`config.mk`:
```
export PLATFORM = sky130hd
export DESIGN_NAME = shape_bag_generator
export DESIGN_NICKNAME = d
export VERILOG_FILES = /design/src/rtl/tetris_pkg.sv /design/src/rtl/tetris_lfsr16.sv /design/src/rtl/shape_bag_generator.sv
export SDC_FILE = /design/constraint.sdc
export NUM_CORES = 1
export LEC_CHECK = 0
export BUFFER_PORTS_ARGS = -buffer_cell sky130_fd_sc_hd__clkbuf_2
export CORE_ASPECT_RATIO = 0.75
export CORE_MARGIN = 2
export CORE_UTILIZATION = 55
export DETAILED_ROUTE_END_ITERATION = 16
export MAX_ROUTING_LAYER = met4
export PLACE_DENSITY = 0.75
export SYNTH_ARGS = -nofsm -noshare
export SYNTH_HDL_FRONTEND = slang
export SYNTH_SLANG_ARGS = --single-unit
```
`constraint.sdc`:
```
create_clock -name clk -period 4.2 [get_ports clk]
set_clock_uncertainty 0.15 [all_clocks]
set_input_delay 0.63 -clock clk [delete_from_list [all_inputs] [get_ports clk]]
set_output_delay 0.63 -clock clk [all_outputs]
set_load 0.01 [all_outputs]
```
`src/rtl/tetris_pkg.sv`:
```
// Shared shape ids, bag FSM states and the 7-bag pick helper.
// Pure declarations and combinational functions, so it adds no latency and applies no backpressure.
package tetris_pkg;

  localparam int NUM_SHAPES = 7;
  localparam int SHAPE_W    = 3;

  localparam logic [SHAPE_W-1:0] SHAPE_O = 3'd0;
  localparam logic [SHAPE_W-1:0] SHAPE_I = 3'd1;
  localparam logic [SHAPE_W-1:0] SHAPE_T = 3'd2;
  localparam logic [SHAPE_W-1:0] SHAPE_L = 3'd3;
  localparam logic [SHAPE_W-1:0] SHAPE_J = 3'd4;
  localparam logic [SHAPE_W-1:0] SHAPE_S = 3'd5;
  localparam logic [SHAPE_W-1:0] SHAPE_Z = 3'd6;

  typedef enum logic [1:0] {
    ST_IDLE,
    ST_FILL_CUR,
    ST_FILL_NXT,
    ST_READY
  } bag_state_e;

  // Candidate comes from the low three LFSR bits; 7 folds onto 0. The scan then
  // wraps mod 7 until it finds an id that has not been drawn from this bag.
  function automatic logic [SHAPE_W-1:0] bag_pick(input logic [15:0] lfsr_w,
                                                 input logic [NUM_SHAPES-1:0] mask);
    logic [SHAPE_W-1:0] cand;
    logic [3:0]         sum;
    logic [SHAPE_W-1:0] idx;
    logic               found;
    cand     = (lfsr_w[2:0] == 3'd7) ? 3'd0 : lfsr_w[2:0];
    bag_pick = cand;
    found    = 1'b0;
    for (int k = 0; k < NUM_SHAPES; k++) begin
      sum = {1'b0, cand} + 4'(k);
      idx = (sum >= 4'd7) ? 3'(sum - 4'd7) : sum[2:0];
      if (!found && !mask[idx]) begin
        bag_pick = idx;
        found    = 1'b1;
      end
    end
  endfunction

endpackage

```
`src/rtl/tetris_lfsr16.sv`:
```
// Free-running 16-bit Fibonacci LFSR (taps 16,14,13,11); a zero seed is replaced by 1.
// Output is the register itself, advancing every cycle out of reset; no handshake, never stalls.
module tetris_lfsr16 #(
  parameter logic [15:0] SEED = 16'hACE1
) (
  input  logic        clk,
  input  logic        rst_n,
  output logic [15:0] lfsr
);

  localparam logic [15:0] SEED_EFF = (SEED == 16'h0000) ? 16'h0001 : SEED;

  logic [15:0] lfsr_q;
  logic [15:0] lfsr_d;

  always_comb begin
    lfsr_d = {lfsr_q[14:0], lfsr_q[15] ^ lfsr_q[13] ^ lfsr_q[12] ^ lfsr_q[10]};
  end

  always_ff @(posedge clk or negedge rst_n) begin
    if (!rst_n) lfsr_q <= SEED_EFF;
    else        lfsr_q <= lfsr_d;
  end

  assign lfsr = lfsr_q;

endmodule

```
`src/rtl/shape_bag_generator.sv`:
```
// 7-bag shape generator: current + one-deep preview; start->shape_valid in 3 edges, req advances next cycle.
// req is only honoured in READY and never stalls; optional hold slot is built when SHAPE_HOLD_EN is defined.
module shape_bag_generator
  import tetris_pkg::*;
#(
  parameter logic [15:0] LFSR_SEED = 16'hACE1
) (
  input  logic       clk,
  input  logic       rst_n,
  input  logic       start,
  input  logic       req,
  output logic [2:0] shape_id,
  output logic       shape_valid,
  output logic [2:0] next_shape_id,
  output logic [2:0] bag_remaining
`ifdef SHAPE_HOLD_EN
  ,
  input  logic       hold_req,
  output logic [2:0] hold_id,
  output logic       hold_valid
`endif
);

  logic [15:0] lfsr;

  tetris_lfsr16 #(.SEED(LFSR_SEED)) u_lfsr (
    .clk   (clk),
    .rst_n (rst_n),
    .lfsr  (lfsr)
  );

  bag_state_e            state_q, state_d;
  logic [NUM_SHAPES-1:0] mask_q, mask_d;
  logic [SHAPE_W-1:0]    shape_q, shape_d;
  logic [SHAPE_W-1:0]    nxt_q, nxt_d;
  logic                  valid_q, valid_d;

  logic [SHAPE_W-1:0]    pick;
  logic [NUM_SHAPES-1:0] mask_pick;
  logic [NUM_SHAPES-1:0] mask_after;

`ifdef SHAPE_HOLD_EN
  logic [SHAPE_W-1:0] hold_q, hold_d;
  logic               hold_vld_q, hold_vld_d;
  logic               hold_lock_q, hold_lock_d;
`endif

  // A full mask means the bag just emptied, so the next pick starts a fresh bag.
  always_comb begin
    pick       = bag_pick(lfsr, mask_q);
    mask_pick  = mask_q | (7'd1 << pick);
    mask_after = (mask_pick == 7'h7F) ? 7'd0 : mask_pick;
  end

  always_comb begin
    state_d = state_q;
    mask_d  = mask_q;
    shape_d = shape_q;
    nxt_d   = nxt_q;
    valid_d = valid_q;
`ifdef SHAPE_HOLD_EN
    hold_d      = hold_q;
    hold_vld_d  = hold_vld_q;
    hold_lock_d = hold_lock_q;
`endif
    if (start) begin
      state_d = ST_FILL_CUR;
      mask_d  = '0;
      valid_d = 1'b0;
`ifdef SHAPE_HOLD_EN
      hold_vld_d  = 1'b0;
      hold_lock_d = 1'b0;
`endif
    end else begin
      case (state_q)
        ST_FILL_CUR: begin
          shape_d = pick;
          mask_d  = mask_after;
          state_d = ST_FILL_NXT;
        end
        ST_FILL_NXT: begin
          nxt_d   = pick;
          mask_d  = mask_after;
          valid_d = 1'b1;
          state_d = ST_READY;
        end
        ST_READY: begin
          if (req) begin
            shape_d = nxt_q;
            nxt_d   = pick;
            mask_d  = mask_after;
`ifdef SHAPE_HOLD_EN
            hold_lock_d = 1'b0;
          end else if (hold_req && !hold_lock_q) begin
            hold_lock_d = 1'b1;
            if (!hold_vld_q) begin
              hold_d     = shape_q;
              hold_vld_d = 1'b1;
              shape_d    = nxt_q;
              nxt_d      = pick;
              mask_d     = mask_after;
            end else begin
              // Swap leaves preview and bag untouched.
              hold_d  = shape_q;
              shape_d = hold_q;
            end
`endif
          end
        end
        default: ;
      endcase
    end
  end

  always_ff @(posedge clk or negedge rst_n) begin
    if (!rst_n) begin
      state_q <= ST_IDLE;
      mask_q  <= '0;
      shape_q <= SHAPE_O;
      nxt_q   <= SHAPE_O;
      valid_q <= 1'b0;
`ifdef SHAPE_HOLD_EN
      hold_q      <= SHAPE_O;
      hold_vld_q  <= 1'b0;
      hold_lock_q <= 1'b0;
`endif
    end else begin
      state_q <= state_d;
      mask_q  <= mask_d;
      shape_q <= shape_d;
      nxt_q   <= nxt_d;
      valid_q <= valid_d;
`ifdef SHAPE_HOLD_EN
      hold_q      <= hold_d;
      hold_vld_q  <= hold_vld_d;
      hold_lock_q <= hold_lock_d;
`endif
    end
  end

  assign shape_id      = shape_q;
  assign shape_valid   = valid_q;
  assign next_shape_id = nxt_q;
  assign bag_remaining = 3'(NUM_SHAPES - $countones(mask_q));
`ifdef SHAPE_HOLD_EN
  assign hold_id    = hold_q;
  assign hold_valid = hold_vld_q;
`endif

endmodule
```
After elaboration in Yosys (flattened, before gate mapping)
Cells that the tools add are included. Widths: inputs -> output; s select.

$add $sub $neg: 20. $lt $le $gt $ge: 14. Equality and inequality tests: 7. Shift-type cells: 1. Multiplexer cells: 47. Bitwise logic cells: 5. Reduce and logical (&&, ||, !) cells: 26.

Operators with widths (count): $mux 3 (17); $lt 3x4->1 const B (7); $ge 4x3->1 const B (6); $bmux 1 s3 (7); $mux 7 (3); $sub 3x3->3 const B (7); $mux 1 (15); $pmux 7 s2 (1); $add 3x3->4 const B (3); $pmux 3 s2 (2); $logic_not 1->1 (11); $add 3x2->4 const B (2); $eq 7x7->1 const B (1); $or 7x7->7 (1); $shl 1x3->7 const A (1); $add 1x1->2 (3); $logic_and 1x1->1 (6); $reduce_and 3->1 (2); $reduce_bool 2->1 (3); $reduce_bool 3->1 (2); $add 3x1->4 const B (1); $eq 2x2->1 const B (2); $pmux 2 s2 (1); $add 2x1->3 (1); other kinds (13) (15).

Register bits: 32. Input port bits: 4. Output and inout port bits: 10. Word-level logic and storage cells: 126.

Logic depth before layout (Yosys ltp)
Depth after elaboration: 32. Gate-level depth with buffers: 19. Mapped depth without buffers: 17.

Modules after synthesis
From an unflattened synthesis, not the netlist that was laid out.

Cells, all modules: 405. Area total of the unflattened synthesis: 3475.8 sq um.

Modules (own cells, without submodules): shape_bag_generator (times used 1, cells an instance 371, area an instance 2926.6 sq um, sequential area each 400.4 sq um); tetris_lfsr16 (times used 1, cells an instance 34, area an instance 549.3 sq um, sequential area each 410.4 sq um).

Worst setup path after synthesis
No wires, ideal clock.

Path type: register to register. From: register u_lfsr.lfsr_q[0], in the netlist u_lfsr.lfsr[0]. To: register mask_q[4]. Library setup time: 0.119 ns. Data arrival time: 4.207 ns. Data required time: 3.931 ns. Slack: -0.276 ns. Stages on the path, launching flop included: 18. Buffers on the path: 2. Period minus slack after synthesis: 4.476 ns. Cells stage by stage: dfstp_2 ha_1 buf_6 and2b_2 ha_1 buf_2 and2_1 a21oi_1 mux2i_1 mux2i_1 a32o_1 nand2_1 o32a_1 o31a_1 a21o_4 o221ai_4 a31oi_4 and2_1.

Word-level cells in the longest chain between the ends: 32. Elaborated cells between the ends (all ways): 80. Those cells by class: add/sub (13); order compare (7); eq/ne (2); shift (1); mux (39); bitwise (1); reduce/logical (17).

RTL lines: start: declaration (RTL line tetris_lfsr16.sv:13) `logic [15:0] lfsr_q;`; start signal: assignment (RTL line tetris_lfsr16.sv:22) `else lfsr_q <= lfsr_d;`; $eq 3x3->1 (RTL line tetris_pkg.sv:31) `cand = (lfsr_w[2:0] == 3'd7) ? 3'd0 : lfsr_w[2:0];`; $mux 3 * (RTL line tetris_pkg.sv:31); $add 3x1->4 (RTL line tetris_pkg.sv:35) `sum = {1'b0, cand} + 4'(k);`; $ge 4x3->1 or $sub 3x3->3 (tied branches) (RTL line tetris_pkg.sv:36) `idx = (sum >= 4'd7) ? 3'(sum - 4'd7) : sum[2:0];`; $mux 3 (RTL line tetris_pkg.sv:36); $bmux 1 s3 (RTL line tetris_pkg.sv:37) `if (!found && !mask[idx]) begin`; $mux 1 (implied by the code) (RTL line tetris_pkg.sv:37); $logic_not 1->1 (RTL line tetris_pkg.sv:37); [... 16 more ...]; $mux 3 * (RTL line tetris_pkg.sv:37); $shl 1x3->7 * (RTL line shape_bag_generator.sv:51) `mask_pick = mask_q | (7'd1 << pick);`; $or 7x7->7 * (RTL line shape_bag_generator.sv:51); $eq 7x7->1 (RTL line shape_bag_generator.sv:52) `mask_after = (mask_pick == 7'h7F) ? 7'd0 : mask_pick;`; $mux 7 * (RTL line shape_bag_generator.sv:52); $mux 7 (RTL line shape_bag_generator.sv:88) `if (req) begin`; $pmux 7 s2 * (RTL line shape_bag_generator.sv:75) `case (state_q)`; $mux 7 * (RTL line shape_bag_generator.sv:66) `if (start) begin`; end signal: assignment (RTL line shape_bag_generator.sv:129) `mask_q <= mask_d;`; end: declaration (RTL line shape_bag_generator.sv:33) `logic [NUM_SHAPES-1:0] mask_q, mask_d;`.

Every way passes the cells marked *; elsewhere a longest branch is shown, timed or not. The select of a mux whose other input is x is not followed. A chain may end at the register's enable or synchronous reset.

Final worst setup path
From: register u_lfsr.lfsr_q[1], in the netlist u_lfsr.lfsr[1]. To: register mask_q[4].

The elaborated chain is that of the path after synthesis.

==> impl_summary.md <==
Logic synthesis
After synthesis, the most frequently instantiated cells are sky130_fd_sc_hd__nand2_1 (28), sky130_fd_sc_hd__dfrtp_1 (24), sky130_fd_sc_hd__inv_1 (24). The number of standard cells after synthesis is 372. The total nets after synthesis is 392. The most numerous cell in the Yosys netlist is sky130_fd_sc_hd__nand2_1. The share of synthesized area in the top cell type comes to 0.187. The fraction of registers with async set or reset after synthesis is 1.00. For this run, the register share of the synthesized area comes to 0.252. In the synthesized netlist the dominant register cell turns out to be sky130_fd_sc_hd__dfrtp_1. In this run, synthesis inferred 0 flip-flops with an integrated enable. The count of different cell masters after synthesis is 87.

The flop and latch count out of synthesis is 32. The yosys synthesis warning count is 0. Ranked by total cell area, the synthesized netlist is headed by sky130_fd_sc_hd__dfrtp_1 (19%), sky130_fd_sc_hd__dfstp_2 (6.5%), sky130_fd_sc_hd__ha_1 (4.7%), sky130_fd_sc_hd__mux2i_1 (4.7%), sky130_fd_sc_hd__a21oi_1 (3.6%).

The average instance in the mapped netlist occupies 8.64 um^2. The cell area after technology mapping is 3210 um^2. The post-synthesis cell type with the largest combined area is sky130_fd_sc_hd__dfrtp_1.

Finish
Of the cells placed in the final design, the portion with a size suffix greater than 1 is 0.386. For this run, the share of the core covered by cells in the final layout is 0.747. The cell area after layout is 4280 um^2. Compared with the post-synthesis result, the final layout area differs by 33.3%. The antenna diode count is 0. For this run, the post-layout net count is 475.

Global routing
Across every metal layer, demand over resource in global routing totals 0.324. The first global-routing pass estimated 15800 um of wire. The via count of the first global-routing pass is 3082. The number of antenna violations at the first check in global routing was 0.

Entering global routing, the biggest net connects 33 pins. The total global routing overflow is 0.

Routing
Dividing the detail-routed via count by the number of cells gives 6.26. After the first detailed-routing iteration, the DRC count stood at 356. The detailed router placed 3342 vias in this run.

The wire length per cell is 18.8 um. In the routed design, unresolved DRC markers number 0. The total iterations of the first detailed-routing run is 5. The residual antenna-violating net count after detailed routing is 0. The routed design has 10000 um of wire.

Setup path
The maximum net fanout on the critical path is 7. The worst setup path is of the flop to flop kind. The data arrival time of the critical path is 4410 ps. The worst register-to-register path has a setup slack of -190 ps. STA classifies the critical path endpoint as a flop. STA classifies the critical path startpoint as a flop. In this run the critical register-to-register path is launched from u_lfsr.lfsr[1]. Traced cell by cell, the critical path runs through ha_4, buf_12, a21boi_4, inv_2, fa_2, mux2i_1, o211ai_1, a21boi_2, a221oi_4, and2b_2, o211a_1, o32a_1, o31a_1, a21o_4, o221ai_4, a31oi_4, and2_1.

The required time at the worst-slack endpoint is 4220 ps. The critical path contains buffers and inverters numbering 2 combined. The master of the slowest instance on the critical path is sky130_fd_sc_hd__fa_2. The critical path starts at u_lfsr.lfsr[1]. Among cell families on the critical path, the largest total delay comes from compound AO/OA/AOI/OAI gates. For this run, the slowest stage of the critical path takes 630 ps.

STA
The hold violation count in the final report came to 0. After layout, the worst setup slack is -191 ps. Headroom to the max-slew limit came out at 0.500. The actual transition at the worst max-transition pin is 750 ps.

For the final routed database, the setup TNS stands at -1160 ps. Setup violations remaining at the end of the flow were counted as 7. The clock period minus final worst setup slack is 4390 ps.

Setup repair after global routing could not meet its margin everywhere. Of the available clock period, the critical path in the final layout requires 1.05. Final hold analysis gives a worst-case slack of 199 ps.

The number of pins exceeding their max-slew limit in the final report is 0. The highest attainable clock frequency is 228 MHz.

Placed design
The post-detailed-placement cell area is 3900 um^2. Summed over all nets, the half-perimeter wirelength after detailed placement is 7200 um. In this run the tool buffered the top-level ports with 13 buffer cells. The routability congestion estimate from global placement is 1.00.

Floorplanning
The core outline area is 5740 um^2. 14 I/O pins were placed. The floorplan step set the die width to 92.3 um. The die boundary height is 70.2 um. For this configuration, the core starts out at a cell density of 0.560. The floorplan step defined a die boundary enclosing 6480 um^2. The number of core rows is 24.

CTS
The number of buffers added by the clock tree synthesis step is 5. The H-tree generated during clock tree synthesis spans 2 levels. Clock-pin slew was measured on the worst setup and hold paths at 60 ps.

Counting along the longest clock path gives a buffer depth of 2. The TritonCTS clock tree is yes. The number of clock sinks is 32. Hold repair after CTS inserted 0 buffers. The later-pin clock latency in the skew report is 280 ps. The tree is rooted in a sky130_fd_sc_hd__clkbuf_8.

Power
The completed layout was analyzed and its total power is 1080 uW. The power per standard cell area is 252 nW/um^2. The leakage power summed over all cells is 0.00176 uW. IR analysis of the VDD net gives a maximum drop of 0.328 mV.

Run status
The flow ran to the end, but the final reports show violations. The final reports fail on negative setup slack.

Min path
In this run the most critical hold path is launched from u_lfsr.lfsr[9]. The tightest min-delay check is of the flop to flop type.

Flow run
The max-cap violation count is 0.
==> where the power goes <==
group | leakage [uW] | switching, uW | internal [uW]
clock | 0.0000455 | 99.7 | 133
sequential | 0.000401 | 50.8 | 345
combinational | 0.00131 | 246 | 205
==> flip-flops by register name (all words and copies together), names as in the netlist <==
name,count
shape_valid,1
mask_q,7
state_q,2
u_lfsr.lfsr,16
next_shape_id,3
shape_id,3
==> worst reg2reg max path: stages (launching register included) <==
cell	delay, ps
sky130_fd_sc_hd__dfrtp_1	410
sky130_fd_sc_hd__ha_4	190
sky130_fd_sc_hd__buf_12	120
sky130_fd_sc_hd__a21boi_4	220
sky130_fd_sc_hd__inv_2	80
sky130_fd_sc_hd__fa_2	630
sky130_fd_sc_hd__mux2i_1	220
sky130_fd_sc_hd__o211ai_1	110
sky130_fd_sc_hd__a21boi_2	220
sky130_fd_sc_hd__a221oi_4	70
sky130_fd_sc_hd__and2b_2	260
sky130_fd_sc_hd__o211a_1	130
sky130_fd_sc_hd__o32a_1	340
sky130_fd_sc_hd__o31a_1	360
sky130_fd_sc_hd__a21o_4	210
sky130_fd_sc_hd__o221ai_4	190
sky130_fd_sc_hd__a31oi_4	150
sky130_fd_sc_hd__and2_1	200
==> metrics by stage <==
| step | setup slack, ps | cells |
|---|---|---|
| 2_1_floorplan | -135 | 372 |
| 3_3_place_gp | -127 | 515 |
| 3_5_place_dp | -184 | 515 |
| 4_1_cts | -84.0 | 528 |
| 5_1_grt | -384 | 534 |
| 6_report | -191 | 534 |
==> worst paths after layout <==
kind,end,cells past startpoint
min in group asynchronous,next_shape_id[0],1
worst max register to register,mask_q[4],17
worst min-delay path,u_lfsr.lfsr[10],0
worst min register to register,u_lfsr.lfsr[10],0
worst max-delay path,mask_q[4],17
max in group asynchronous,u_lfsr.lfsr[14],1
==> metal layers <==
layer | vias to the layer above | global-route usage | part of all wire
met4 | 0 | 0.0978 | 0.023
met2 | 196 | 0.462 | 0.44
met3 | 36 | 0.0798 | 0.11
met5 | - | - | 0
li1 | 1549 | - | -
met1 | 1561 | 0.458 | 0.43
==> timing repair <==
item                                    CTS  global route
gates resized for setup                  17            26
endpoints found under the setup margin    7            10
buffers inserted                          5             6
endpoints found under the hold margin     0             0
pin swaps                                 2            20
==> kinds of logic (layout without fill, tap and decap cells) <==
kind of cell    count (synthesis)  count (layout)  share of synthesized area
compound gates                123             123                      0.305
simple gates                  126             126                      0.206
flops                          32              32                      0.252
fa+ha+maj                      16              16                     0.0717
mux                            22              22                     0.0748
xor+xnor                        8               8                     0.0276
buf+inv                        45             129                     0.0627
==> layout by cell type, fill, tap and decap left out, types with 10 or more instances in the layout <==
cell / instances
sky130_fd_sc_hd__a21oi_1: 21
sky130_fd_sc_hd__mux2i_1: 11
sky130_fd_sc_hd__nor3_1: 10
sky130_fd_sc_hd__nor2_1: 21
sky130_fd_sc_hd__inv_1: 23
sky130_fd_sc_hd__o21ai_0: 14
sky130_fd_sc_hd__buf_4: 76
sky130_fd_sc_hd__dfrtp_1: 24
sky130_fd_sc_hd__o21a_1: 10
sky130_fd_sc_hd__clkbuf_2: 13
sky130_fd_sc_hd__nand2_1: 24
sky130_fd_sc_hd__nand3_1: 12
==> final cells by class <==
type,count,area [um^2]
clock buffer,8,90.1
fill,414,1450
tap,78,97.6
inverter,26,100
sequential,32,811
timing repair buffer,95,729
multi-input combinational,295,2450
Note: power is estimated with default switching activity, not from simulation.
